`src/rtl/sine_nco.sv`:
```
// Sine NCO: prescaled phase accumulator driving a sine ROM address, with
// latency-matched capture of the returned ROM samples.
module sine_nco #(
   parameter int unsigned ADDR_W      = 10,
   parameter int unsigned DATA_W      = 10,
   parameter int unsigned PHASE_W     = 24,
   parameter int unsigned TUNE_W      = 10,
   parameter int unsigned TICK_DIV    = 50,
   parameter int unsigned ROM_LATENCY = 2
) (
   input  logic              i_clk,
   input  logic              i_rst_n,
   input  logic              i_enable,
   input  logic              i_sync,
   input  logic [TUNE_W-1:0] i_tuning,
   output logic [ADDR_W-1:0] o_romAddress,
   input  logic [DATA_W-1:0] i_romData,
   output logic [DATA_W-1:0] o_sample,
   output logic              o_sampleValid,
   output logic              o_wrap
);

   localparam int unsigned CNT_W = (TICK_DIV > 1) ? $clog2(TICK_DIV) : 1;
   localparam logic [CNT_W-1:0] CNT_MAX = CNT_W'(TICK_DIV - 1);

   logic [CNT_W-1:0]   cnt_q, cnt_d;
   logic [PHASE_W-1:0] phase_q, phase_d;
   logic [ROM_LATENCY:0] tok_q, tok_d;
   logic [DATA_W-1:0]  sample_q, sample_d;
   logic               valid_q, valid_d;
   logic               wrap_q, wrap_d;
   logic               tick;
   logic [PHASE_W:0]   sum;

   always_comb begin
      tick     = i_enable && !i_sync && (cnt_q == CNT_MAX);
      sum      = {1'b0, phase_q} + (PHASE_W + 1)'(i_tuning);
      cnt_d    = cnt_q;
      phase_d  = phase_q;
      tok_d    = tok_q;
      sample_d = sample_q;
      valid_d  = 1'b0;
      wrap_d   = 1'b0;
      if (i_sync) begin
         // Clearing the token pipe discards in-flight samples; o_sample keeps its value.
         cnt_d   = '0;
         phase_d = '0;
         tok_d   = '0;
      end else begin
         if (tick) begin
            cnt_d   = '0;
            phase_d = sum[PHASE_W-1:0];
            wrap_d  = sum[PHASE_W];
         end else if (i_enable) begin
            cnt_d = cnt_q + CNT_W'(1);
         end
         // Stage 0 marks the address update; the remaining stages cover the ROM latency.
         tok_d   = {tok_q[ROM_LATENCY-1:0], tick};
         valid_d = tok_q[ROM_LATENCY];
         if (tok_q[ROM_LATENCY]) begin
            sample_d = i_romData;
         end
      end
   end

   always_ff @(posedge i_clk or negedge i_rst_n) begin
      if (!i_rst_n) begin
         cnt_q    <= '0;
         phase_q  <= '0;
         tok_q    <= '0;
         sample_q <= '0;
         valid_q  <= 1'b0;
         wrap_q   <= 1'b0;
      end else begin
         cnt_q    <= cnt_d;
         phase_q  <= phase_d;
         tok_q    <= tok_d;
         sample_q <= sample_d;
         valid_q  <= valid_d;
         wrap_q   <= wrap_d;
      end
   end

   assign o_romAddress  = phase_q[PHASE_W-1 -: ADDR_W];
   assign o_sample      = sample_q;
   assign o_sampleValid = valid_q;
   assign o_wrap        = wrap_q;

endmodule

```
`config.mk`:
```
export PLATFORM = sky130hd
export DESIGN_NAME = sine_nco
export DESIGN_NICKNAME = d
export VERILOG_FILES = /design/src/rtl/sine_nco.sv
export SDC_FILE = /design/constraint.sdc
export NUM_CORES = 1
export LEC_CHECK = 0
export CORE_AREA = 2 2 62 88
export DETAILED_ROUTE_END_ITERATION = 6
export DIE_AREA = 0 0 64 90
export GPL_TIMING_DRIVEN = 0
export PLACE_DENSITY = 0.78
export REMOVE_ABC_BUFFERS = 1
export SLEW_MARGIN = 25
export SYNTH_ARGS = -nofsm -noshare
export SYNTH_HDL_FRONTEND = slang
export SYNTH_SLANG_ARGS = --single-unit
```
`constraint.sdc`:
```
create_clock -name i_clk -period 2.7 [get_ports i_clk]
set_input_delay 0.54 -clock i_clk [delete_from_list [all_inputs] [get_ports i_clk]]
set_output_delay 0.54 -clock i_clk [all_outputs]
set_load 0.005 [all_outputs]
```
==> qor.yml <==
outcome: "complete, no violations"
grt_pass1_vias: 1857
slew_headroom: 0.427
cp_max_fo: 4
ys_ff_latch: 45
vias: 1981
synth_area_per_cell_sq_um: 10.2
holdWs_ns: 0.190
post_drt_wl_per_cell_microns: 13.9
numPortBuffers: 45
cts_max_level: 2
rows: 31
yosys_warnings: 0
finalSetupTns_ns: 0
die_h_microns: 90
min_period_over_period: 0.957
p_int_uw: 1010
p_per_area_nw_per_um2: 421
grt_max_degree: 38
ctsHoldBuffers: 0
post-route-drc-count: 0
finalSetupViolations: 0
reg2regPathDepth: 7
fin_nets: 322
drt_wl_total_microns: 4880
async_reset_ff_frac: 1.00
nFillCells: 416
viasPerCell: 5.63
endpoint_kind: "register"
pwr-share-comb: 0.078
rsz0062_at_grt: "false"
yosysSeqAreaShare: 0.441
power.switching_uw: 302
drive_above_1_share: 0.108
slew_viol_final: 0
ant_nets: 0
grt_pass1_wl_microns: 8310
ys.flop_type: "dfrtp_1"
p_leak_uw: 0.00142
io-pin-count: 46
netlist_instances: 251
insertion_delay_ns: 0.30
drt_iter0_drc: 68
die_area_sq_um: 5760
layout_min_cycle_time_ns: 2.58
cts_tree: "done"
tightestPinTransition_ns: 0.858
power_switching_share: 0.230
core_area_sq_um: 5000
syn_area_sq_um: 2550
ys_types: 50
clock-root-buffer: "clkbuf_8"
synth_top_area_frac: 0.441
gp_congestion: 0.851
start_util: 0.511
criticalPathCategory: "in2reg"
clock.fmax_mhz: 387
areaGrowthSynthToFinish_pct: 22.2
skew_ns: 0.00277
r2r_start: "phase_q[0]"
synth_largest_area_cell: "dfrtp_1"
die_x_microns: 64
synthTopCellsByArea: "dfrtp_1, ha_1, mux2_2"
arrival_ns: 2.76
r2r-end: "phase_q[12]"
cts_buffers: 5
gr-total-overflow: 0
worstPathRequired_ns: 2.87
synth_edf_count: 0
dr.pass1.iters: 4
dp_hpwl_microns: 3470
holdCritPathClass: "in2async"
hold_viol: 0
clkSinkCount: 45
final_common_cell: "dfrtp_1"
cts_buffer_depth: 2
clk_pin_slew_worst_paths_ns: 0.09
maxCapViolCount: 0
ir_worst_vdd_mv: 0.330
final_cell_mix: "dfrtp_1, clkdlybuf4s50_1, nand2_1, o21ai_0, nor2_1"
r2r_setup_slack_ns: 0.38
pwr-share-seq: 0.517
grtUsageTotal: 0.182
antenna_found_initial: 0
antenna_cells: 0
start_kind: "input pin"
p_clk_frac: 0.405
[cell type report]
cell class                      count  area, sq um  share of cell area
Tap cell                           66         82.6              0.0264
Inverter                            6         22.5             0.00721
Multi-Input combinational cell    180         1310               0.418
Sequential cell                    45         1130               0.361
Clock buffer                        5         68.8              0.0220
Clock inverter                      3         50.0              0.0160
Timing Repair Buffer               47          468               0.150
[how the worst max path moves through the flow]
stage,from,end,slack (ns),cells after the start
after floorplan,i_tuning[0],phase_q[12],0.46,7
after global placement,i_sync,phase_q[21],-1.09,6
after detailed placement,i_enable,phase_q[21],-0.30,6
after CTS,i_enable,phase_q[21],0.007,6
after global routing,i_tuning[0],phase_q[12],0.02,8
final,i_tuning[0],phase_q[12],0.12,8
[cell usage after synthesis (2+ instances only)]
library cell,instances
nand2b_1,6
nor3_1,4
ha_1,12
o31ai_1,4
o21a_1,2
and3_1,3
xor2_1,7
buf_4,10
o211ai_1,2
xnor2_1,3
or3_1,3
o21ai_0,14
nand3b_1,11
nor2b_1,6
mux2i_1,5
inv_1,5
clkbuf_1,8
nand2_1,17
o221ai_1,2
dfrtp_1,45
a21o_1,3
mux2_2,11
a31oi_1,3
nor2_1,14
a211oi_1,2
nand4_1,8
a21oi_1,13
nand3_1,6
[state kept, by name, summed over array words and instances, names as in the netlist]
name,count
cnt_q,6
tok_q,3
o_sampleValid,1
phase_q,24
o_sample,10
o_wrap,1
[kinds of logic after synthesis]
group	Yosys count	share of synthesized area
buffers and inverters	26	0.0534
XOR/XNOR	10	0.0343
flip-flops	45	0.441
AND/OR/NAND/NOR	86	0.193
multiplexers	17	0.0725
adder cells (fa/ha/maj)	13	0.0666
AO/OA/AOI/OAI	54	0.140
[metal layers]
metal | part of all wire | up-vias | GRT usage
met5 | 0 | - | 0
met4 | 0.015 | 0 | 0.0725
met3 | 0.042 | 5 | 0.0426
met2 | 0.50 | 50 | 0.306
met1 | 0.44 | 961 | 0.223
li1 | - | 965 | -
[worst max-delay path, stage by stage]
cell and delay, ns:
clkdlybuf4s50_1 0.40, ha_1 0.23, fa_1 0.41, a21oi_1 0.35, o221ai_2 0.24, o211ai_1 0.35, xor2_1 0.19, nor2_1 0.05
[metrics by stage]
| stage | cells | area (sq um) | util | total power [uW] | setup slack, ns |
|---|---|---|---|---|---|
| after detailed placement | 343 | 2980 | 0.596 | 797 | -0.298 |
| after global placement | 342 | 2970 | 0.594 | 794 | -1.09 |
| final | 352 | 3120 | 0.624 | 1320 | 0.115 |
| after global routing | 352 | 3120 | 0.624 | 1380 | 0.0184 |
| after floorplan | 231 | 2440 | - | 729 | 0.457 |
| after CTS | 351 | 3100 | 0.620 | 1330 | 0.00670 |
[repair_timing]
item,in CTS,in global routing
setup buffers,0,1
gates resized for setup,0,4
setup endpoints to repair,0,8
[power groups by stage]
stage | sequential, uW | clock, uW | combinational, uW
floorplan | 694 | 0 | 35.9
global placement | 694 | 0 | 100
detailed placement | 694 | 0 | 103
CTS | 680 | 550 | 104
global route | 681 | 579 | 116
finish | 680 | 533 | 103
No activity file was read; power rests on OpenSTA's default activity.
